$ cat src/rtl/timer_irq_controller.sv
// timer_irq_controller: prioritised timer interrupt request/ack/RETI sequencer
module timer_irq_controller #(
  parameter int VEC_W         = 14,
  parameter int VECTOR_BASE   = 6,
  parameter int VECTOR_STRIDE = 2,
  parameter int RETI_HOLDOFF  = 1
) (
  input  logic             sysClock,
  input  logic             rst,
  input  logic [7:0]       TIFR_in,
  input  logic [7:0]       TIMSK_in,
  input  logic             sreg_i,
  input  logic             cpu_ack,
  input  logic             reti,
  output logic             irq_req,
  output logic [VEC_W-1:0] irq_vector,
  output logic             tifr_clear_en,
  output logic [7:0]       tifr_clear_mask,
  output logic             gie_clear,
  output logic             in_service
);
  typedef enum logic [2:0] {IDLE, REQ, ACK, SERVICE, HOLD} state_t;
  state_t state_q, state_d;
  logic [2:0] win_q, win_d, win;
  logic [3:0] cnt_q, cnt_d;
  logic [7:0] pending;
  logic [VEC_W-1:0] vec;
  assign pending = TIFR_in & TIMSK_in;
  always_comb begin
    win = 3'd0;
    for (int i = 0; i < 8; i++) win = pending[i] ? 3'(i) : win;
  end
  assign vec = VEC_W'(VECTOR_BASE) + VEC_W'(VECTOR_STRIDE) * VEC_W'(3'd7 - win_q);
  always_ff @(posedge sysClock or posedge rst) begin
    if (rst) begin
      state_q <= IDLE;
      win_q   <= 3'd0;
      cnt_q   <= 4'd0;
    end else begin
      state_q <= state_d;
      win_q   <= win_d;
      cnt_q   <= cnt_d;
    end
  end
  // winner is latched on entry to REQ so the vector cannot move under the CPU
  always_comb begin
    state_d = state_q;
    win_d   = win_q;
    cnt_d   = cnt_q;
    case (state_q)
      IDLE: if (sreg_i && |pending) begin
        state_d = REQ;
        win_d   = win;
      end
      REQ: state_d = cpu_ack ? ACK : (!pending[win_q] || !sreg_i) ? IDLE : REQ;
      ACK: state_d = SERVICE;
      SERVICE: if (reti) begin
        state_d = (RETI_HOLDOFF == 0) ? IDLE : HOLD;
        cnt_d   = 4'(RETI_HOLDOFF);
      end
      HOLD: begin
        cnt_d   = cnt_q - 4'd1;
        state_d = (cnt_q <= 4'd1) ? IDLE : HOLD;
      end
      default: state_d = IDLE;
    endcase
  end
  assign irq_req         = state_q == REQ;
  assign irq_vector      = irq_req ? vec : '0;
  assign tifr_clear_en   = state_q == ACK;
  assign tifr_clear_mask = tifr_clear_en ? 8'b1 << win_q : 8'd0;
  assign gie_clear       = tifr_clear_en;
  assign in_service      = (state_q == ACK) || (state_q == SERVICE);
endmodule

$ cat config.mk
export PLATFORM = sky130hd
export DESIGN_NAME = timer_irq_controller
export DESIGN_NICKNAME = d
export VERILOG_FILES = /design/src/rtl/timer_irq_controller.sv
export SDC_FILE = /design/constraint.sdc
export NUM_CORES = 1
export LEC_CHECK = 0
export CORE_MARGIN = 3
export CORE_UTILIZATION = 44
export DETAILED_ROUTE_END_ITERATION = 8
export PLACE_DENSITY = 0.86
export SYNTH_ARGS = -nofsm -noshare
export SYNTH_HDL_FRONTEND = slang
export SYNTH_SLANG_ARGS = --single-unit
$ cat constraint.sdc
create_clock -name sysClock -period 3.5 [get_ports sysClock]
set_input_delay 1.05 -clock sysClock [delete_from_list [all_inputs] [get_ports sysClock]]
set_output_delay 1.05 -clock sysClock [all_outputs]
set_load 0.005 [all_outputs]
* Word level (Yosys, flattened, before mapping)
Index checks and enable logic that the tools add are counted.
** Storage, ports and cells
- Logic and storage cells :: 46
- Bits in registers :: 10
- Output and inout bits :: 26
- Input bits :: 21
** Operators by class
- Reductions and logical operators :: 11
- Bitwise logic cells :: 1
- Order comparisons :: 2
- Mux-type cells :: 19
- Eq/ne operators :: 6
- Shifts and indexed selects :: 1
- $add $sub $neg :: 3
** Operators by type and width (number)
- 3-bit 2-to-1 mux :: 7
- 3-bit case mux with 5 select lines :: 1
- 14-bit 2-to-1 mux :: 1
- 8-bit AND :: 1
- 8-bit 2-to-1 mux :: 1
- 4-bit case mux with 2 select lines :: 1
- 8-bit OR reduction :: 1
- 1-bit by 3-bit left shift with 8-bit output (first input constant) :: 1
- 4-bit by 5-bit adder with 6-bit output (first input constant) :: 1
- 3-bit by 2-bit equality test with 1-bit output (second input constant) :: 2
- 2-bit 2-to-1 mux :: 3
- 2-bit AND reduction :: 3
- 4-bit by 1-bit less-or-equal comparator with 1-bit output (second input constant) :: 1
- 3-bit by 4-bit < comparator with 1-bit output (second input constant) :: 1
- 4-bit 2-to-1 mux :: 1
- 2-bit inequality test (second input constant) :: 2
- 3-bit by 3-bit subtractor with 4-bit output (first input constant) :: 1
- 4-bit by 1-bit subtractor with 4-bit output (second input constant) :: 1
- 1-bit binary-select mux with 3-bit select :: 1
- 3-bit by 1-bit equality test with 1-bit output (second input constant) :: 1
- 3-bit equality test (second input constant) :: 1
- 3-bit logical NOT :: 1
- 1-bit 2-to-1 mux :: 3
- 1-bit logical NOT :: 2
- other kinds (3) :: 4

* Depth between registers and ports, before layout
Gate-level depths: netlist of run 1.
- Depth after elaboration :: 8
- Depth in mapped cells :: 5
- Gate-level depth less buffers :: 5

* Worst setup path after synthesis of run 1
No wires, ideal clock.
- Path kind :: input to register
- From :: in TIFR_in[7]
- To :: reg win_q[0]
- Required time :: 3375 ps
- Library setup time :: 125 ps
- Data arrival time :: 2186 ps
- Stages :: 4
- Setup slack :: 1189 ps
- Path buffers :: 0
- Path through :: a22o_1 -> o41ai_2 -> or4_4 -> mux2_4
** Between the ends
- Cells in the longest elaborated chain, start to end :: 4
- Elaborated cells between the ends (all ways) :: 5
- Those cells by class :: mux (1); bitwise (1); reduce/logical (3)
** Ends and longest elaborated chain
- start, declared :: line 10 : input logic [7:0] TIFR_in,
- 8-bit AND * :: line 28 : assign pending = TIFR_in & TIMSK_in;
- 8-bit OR reduction :: line 51 : IDLE: if (sreg_i && |pending) begin
- 1-bit logical AND :: line 51
- 2-bit AND reduction (no source line)
- end signal, assigned :: line 41 : win_q <= win_d;
- end, declared :: line 24 : logic [2:0] win_q, win_d, win;
Mark *: on every way between the ends. The rest lies on a longest branch, timed or not.
A chain may end at the register's enable or synchronous reset.

* Final worst setup path of run 1
- From :: reg state_q[1]
- To :: out tifr_clear_mask[7]
** Between the ends
- Cells in the longest elaborated chain, start to end :: 2
** Ends and longest elaborated chain
- start, declared :: line 23 : state_t state_q, state_d;
- start signal, assigned :: line 40 : state_q <= state_d;
- 3-bit by 2-bit equality test with 1-bit output :: line 70 : assign tifr_clear_en = state_q == ACK;
- 8-bit 2-to-1 mux :: line 71 : assign tifr_clear_mask = tifr_clear_en ? 8'b1 << win_q : 8'd0;
- end, declared :: line 18 : output logic [7:0] tifr_clear_mask,
Every way passes these cells.

==> results of run 1 <==
[cell families (layout without fill, tap and decap cells)]
logic type,after synthesis,count (layout),share of synthesized area [%]
multiplexers,4,4,5.87
XOR/XNOR,2,2,1.79
other,1,10,0.383
AND/OR/NAND/NOR,42,42,21.1
buffers and inverters,25,49,14.8
adder cells (fa/ha/maj),7,7,8.94
AO/OA/AOI/OAI,27,27,21.6
flip-flops,10,10,25.5
[per-stage QoR]
stage                     power, W  utilization [%]  std cells  hold WS [ps]  setup slack (ps)
final                     0.000810             65.3        178           594               362
after global routing      0.000888             65.3        178           628               180
after CTS                 0.000813             65.3        178           592               366
after detailed placement  0.000706             63.5        174           578               663
after global placement    0.000682             63.5        174           545               720
after floorplan           0.000535                -        127           517              1190
[worst paths after layout]
check,from,slack [ps],endpoint,cells after the start
min reg2reg,cnt_q[2],590,cnt_q[2],2
min in group asynchronous,rst,1060,cnt_q[0],2
max in group asynchronous,rst,2150,win_q[0],2
max,state_q[1],360,tifr_clear_mask[7],4
min,cnt_q[2],590,cnt_q[2],2
max reg2reg,win_q[0],1800,state_q[0],3
[report_power, final]
group          switching (W)  internal, W  total [W]
clock network      0.0000420    0.0000631   0.000105
logic               0.000194     0.000249   0.000442
registers           0.000102     0.000160   0.000262
total               0.000338     0.000472   0.000810
[worst max-delay path, stage by stage (launching register included)]
cell and delay [ps]:
dfrtp_1 610, nand2b_1 190, nor2_1 310, and3_1 210, clkdlybuf4s50_1 500
[state kept, by name, summed over array words and instances (netlist names)]
name and cells:
state_q 3, cnt_q 4, win_q 3
[per-layer routing]
metal,vias up,routed length [um]
met4,0,23
li1,462,-
met2,56,1150
met5,-,0
met1,427,921
met3,4,196
[final cells by class]
class	count	share of cell area (%)
tap	27	2.54
inverter	9	2.54
timing repair buffer	36	27.0
sequential	10	18.8
clock buffer	4	2.72
multi-input combinational	92	46.4
[placed cells by master, fill, tap and decap left out, types with 4 or more instances in the layout]
| cell | count |
|---|---|
| nor2_1 | 13 |
| a22o_1 | 4 |
| and2_1 | 4 |
| dfrtp_1 | 10 |
| conb_1 | 10 |
| o21ai_0 | 6 |
| clkdlybuf4s50_1 | 36 |
| ha_1 | 7 |
| and3_1 | 5 |
| nand2_1 | 10 |
| inv_1 | 9 |
==> impl_metrics.json, run 1 <==
{
  "cts_tree": "yes",
  "clockRootBuffer": "clkbuf_4",
  "ys_top_cells_by_count": "nor2_1 (13), buf_4 (11), dfrtp_1 (10), nand2_1 (10), inv_1 (9)",
  "syn_to_final_growth_pct": 36.0,
  "path_clk_slew_ps": 70,
  "clock_sinks": 10,
  "regArea_um2": 250,
  "vdd_drop_max_uv": 317,
  "postPlaceCellArea_um2": 1300,
  "route.detailed.drc": 0,
  "dp_hpwl_um": 1920,
  "cp_max_fo": 14,
  "finClkSkew_ps": 6.07,
  "setup_viol": 0,
  "max_freq_ghz": 0.319,
  "synth_area_leaders": "dfrtp_1 (26%), ha_1 (8.9%), buf_4 (8.4%), nor2_1 (5.0%), nand2_1 (3.8%)",
  "yosysMostFrequentCell": "nor2_1",
  "die_h_um": 53.2,
  "fp.dieW_um": 53.2,
  "syn-cell-area_um2": 980,
  "synthFlopType": "dfrtp_1",
  "drv_slew": 0,
  "gr-usage-met1_pct": 20.3,
  "antenna_left": 0,
  "io_pins": 47,
  "grt-busiest-layer": "met2",
  "synth_cell_types": 39,
  "hold_class": "flip-flop to flip-flop",
  "core_um2": 2040,
  "fillCellCount": 177,
  "grt_pass1_vias": 918,
  "layout.nets": 180,
  "num_antenna_cells": 0,
  "critPathArrivalTime_ps": 2090,
  "maxCapViolations": 0,
  "synth_cells": 118,
  "ys_warn_count": 0,
  "via_count": 949,
  "drive_above_1_share_pct": 6.62,
  "port_buffers": 36,
  "crit_type": "flip-flop to output pin",
  "cellLeakagePower_nw": 0.612,
  "routabilityCongestion": 0.868,
  "synthArstFlopShare_pct": 100,
  "crit_path_end_kind": "output pin",
  "grtUsageTotal_pct": 18.1,
  "finalSetupTns_ps": 0,
  "synth-edff-count": 0,
  "cts_resized": 0,
  "wire_per_inst_um": 12.9,
  "synth.avg_cell_area_um2": 8.30,
  "use_met3_pct": 3.10,
  "finalHoldViolations": 0,
  "yosys_register_bits": 10,
  "clk_latency_ps": 270,
  "synth_top_area_cell": "dfrtp_1",
  "seq_area_frac_synth_pct": 25.5,
  "met2_usage_pct": 34.1,
  "grt_max_degree": 15,
  "grt_pass1_wl_um": 3830,
  "p_per_area_nw_per_um2": 608,
  "cts_max_level": 1,
  "cts_setup_buffers": 0,
  "cts_hold_buf": 0,
  "min_period_over_period_pct": 89.7,
  "worstPathRequired_ps": 2450,
  "netlist.area_leader.share_pct": 25.5,
  "first_pass_iters": 4,
  "stdcell_area_um2": 1330,
  "die_area_um2": 2830,
  "initial_utilization_pct": 48.0,
  "grt_overflow": 0,
  "cp-start-kind": "flip-flop",
  "post-route-min-period_ps": 3140,
  "drt_iter0_markers": 12,
  "drt-total-wl_um": 2290,
  "cts_made_buffers": 3,
  "antenna_found_initial": 0,
  "multi_input_area_um2": 618,
  "row_count": 16,
  "status": "completed",
  "cts.path.max_buffers": 2,
  "grt_setup_unrepaired": "no",
  "vias_per_cell": 5.33
}
No activity file was read; power rests on OpenSTA's default activity.
==> inputs of run 2 (changes only) <==
- ABC_AREA: default -> 1
- CELL_PAD_IN_SITES_DETAIL_PLACEMENT: default -> 2
- CELL_PAD_IN_SITES_GLOBAL_PLACEMENT: default -> 2
- CORE_UTILIZATION: 44 -> 21
- PLACE_DENSITY: 0.86 -> default
- PLACE_DENSITY_LB_ADDON: default -> 0.1
==> run 2 against run 1 <==
Synthesized cell count grew 23%. Design area is 3.8% higher. Wire length is 29% higher. Via count increased by 7.8%. Clock skew is essentially flat. Critical path depth increased by 2. Total power rose by 17%.
==> impl_metrics.json, run 2 <==
{
  "fin_cells": 233,
  "cts_made_buffers": 3,
  "worstRegToRegCells": 6,
  "max_freq_ghz": 0.338,
  "drt_iter0_markers": 22,
  "row_count": 23,
  "crit_path_end_kind": "output pin",
  "ys_top_cells_by_count": "nand2_1 (44), nor2_1 (19), inv_1 (17)",
  "synth-edff-count": 0,
  "routabilityCongestion": 0.705,
  "dp_hpwl_um": 2610,
  "p_sw_w": 0.000423,
  "synth_top_area_cell": "dfrtp_1",
  "hold_class": "flip-flop to flip-flop",
  "seq_area_frac_synth_pct": 26.2,
  "yosysMostFrequentCell": "nand2_1",
  "crit_path_max_incr_delay_ps": 510,
  "utilization_pct": 32.9,
  "synth_area_leaders": "dfrtp_1 (26%), nand2_1 (17%), ha_1 (9.2%), buf_4 (8.7%), nor2_1 (7.5%)",
  "setup_viol": 0,
  "p_int_w": 0.000523,
  "grtUsageTotal_pct": 11.5,
  "worstPathRequired_ps": 2450,
  "core_um2": 4200,
  "netlist.area_leader.share_pct": 26.2,
  "initial_utilization_pct": 22.7,
  "finClkSkew_ps": 6.03,
  "synthArstFlopShare_pct": 100,
  "reg.largest.list": "cnt_q: 4 flops, state_q: 3 flops, win_q: 3 flops",
  "vias_per_cell": 4.39,
  "regMostFlops": "cnt_q",
  "fin_ws_ps": 539,
  "wire_per_inst_um": 12.7,
  "endpoint": "tifr_clear_mask[5]",
  "grt_pass1_vias": 1092,
  "crit_type": "flip-flop to output pin",
  "drv_slew": 0,
  "cts_tree": "yes",
  "die_h_um": 73.4,
  "synth_cells": 145,
  "maxCapViolations": 0,
  "worstReg2RegEnd": "state_q[0]",
  "switching_share_pct": 44.7,
  "ys_warn_count": 0,
  "drive_above_1_share_pct": 8.74,
  "cts_setup_buffers": 0,
  "first_pass_iters": 2,
  "grt_pass1_wl_um": 4840,
  "fp.dieW_um": 73.4,
  "clockRootBuffer": "clkbuf_8",
  "cts_hold_buf": 0,
  "p_per_area_nw_per_um2": 683,
  "syn_to_final_growth_pct": 45.0,
  "antenna_found_initial": 0,
  "syn-cell-area_um2": 955,
  "power.share.clock_pct": 15.5,
  "finalHoldViolations": 0,
  "cellLeakagePower_nw": 0.668,
  "yosys_register_bits": 10,
  "finalSetupTns_ps": 0,
  "cp-start-kind": "flip-flop",
  "antenna_left": 0,
  "r2r_slack_ps": 2140,
  "drt-total-wl_um": 2960,
  "synth.avg_cell_area_um2": 6.58,
  "path_cells": "nor2_1, nand2_1, inv_1, nand2_1, nor2_1, clkdlybuf4s50_1",
  "status": "completed",
  "via_count": 1023,
  "p_comb_share_pct": 58.4,
  "vdd_drop_max_uv": 241,
  "synth_cell_types": 22,
  "io_pins": 47,
  "cts.path.max_buffers": 2,
  "grt_setup_unrepaired": "no",
  "die_area_um2": 5390,
  "cts_resized": 0,
  "setup.worst_path.start": "state_q[2]",
  "seq_power_share_pct": 26.1,
  "most-common-layout-cells": "nand2_1 (44), clkdlybuf4s50_1 (36), nor2_1 (19)",
  "clock_sinks": 10,
  "path_clk_slew_ps": 50,
  "num_antenna_cells": 0,
  "dp_slack_ps": 743,
  "post-route-min-period_ps": 2960,
  "grt_max_degree": 11,
  "synthFlopType": "dfrtp_1",
  "worst_hold_slack_ps": 557,
  "min_period_over_period_pct": 84.6,
  "layout.nets": 212,
  "grt_overflow": 0,
  "critPathArrivalTime_ps": 1910,
  "route.detailed.drc": 0,
  "port_buffers": 36,
  "cpMaxStageDelayCell": "clkdlybuf4s50_1",
  "final_common_cell": "nand2_1",
  "largest_register_ff_count": 4,
  "clk_latency_ps": 240,
  "cp_max_fo": 7,
  "placed_cells": 229,
  "rr_startpoint": "state_q[2]",
  "cts_max_level": 1
}
## run 2: cell types whose count changed after synthesis, sizes merged, moves of 3 or more
cell	delta
nand3	+8
and3	-5
nor2	+7
a22o	-4
nand2	+37
and2	-4
o211ai	-3
inv	+11
clkbuf	-3
## run 2: cells by family (layout without fill, tap and decap cells)
| kind of cell | after synthesis | count (layout) | share of synthesized area, % |
|---|---|---|---|
| compound gates | 11 | 11 | 7.21 |
| xor+xnor | 3 | 3 | 2.75 |
| fa+ha+maj | 7 | 7 | 9.17 |
| buf+inv | 31 | 60 | 16.5 |
| flops | 10 | 10 | 26.2 |
| other cells | 1 | 10 | 0.393 |
| simple gates | 82 | 82 | 37.7 |
## run 2: cell type report
class	instances	area, um^2
Multi-Input combinational cell	113	581
Sequential cell	10	250
Fill cell	510	2820
Clock buffer	4	55.1
Inverter	20	75.1
Timing Repair Buffer	36	360
Tap cell	50	62.6
## run 2: worst max-delay path: cells and delay by family (launching register included)
| kind | cells | cell delay (ps) |
|---|---|---|
| simple gates | 4 | 540 |
| buf+inv | 2 | 640 |
| flops | 1 | 490 |
## run 2: power groups by stage
stage	sequential (W)	clock (W)	combinational [W]
final	0.000246	0.000147	0.000552
after floorplan	0.000229	0	0.000348
after CTS	0.000249	0.000152	0.000570
after global routing	0.000259	0.000157	0.000634
after global placement	0.000243	0	0.000546
after detailed placement	0.000250	0	0.000566
## run 2: per-stage QoR
stage | cell area [um^2] | power (W)
3_5_place_dp | 1330 | 0.000816
4_1_cts | 1380 | 0.000971
3_3_place_gp | 1330 | 0.000789
2_1_floorplan | 988 | 0.000576
5_1_grt | 1380 | 0.00105
6_report | 1380 | 0.000945
## run 2: layer usage
metal	global-route usage, %	part of all wire, %	up-vias
li1	-	-	504
met1	12.8	41	492
met2	22.5	54	25
met3	1.23	4.6	2
met4	3.02	0.41	0
met5	0	0	-
## run 2: how the worst min path moves through the flow
| stage | to | cells after the start | start |
|---|---|---|---|
| after floorplan | state_q[0] | 3 | state_q[0] |
| after global placement | state_q[0] | 3 | state_q[0] |
| after detailed placement | state_q[0] | 3 | state_q[0] |
| after CTS | state_q[0] | 3 | state_q[0] |
| after global routing | state_q[0] | 3 | state_q[0] |
| final | state_q[0] | 3 | state_q[0] |
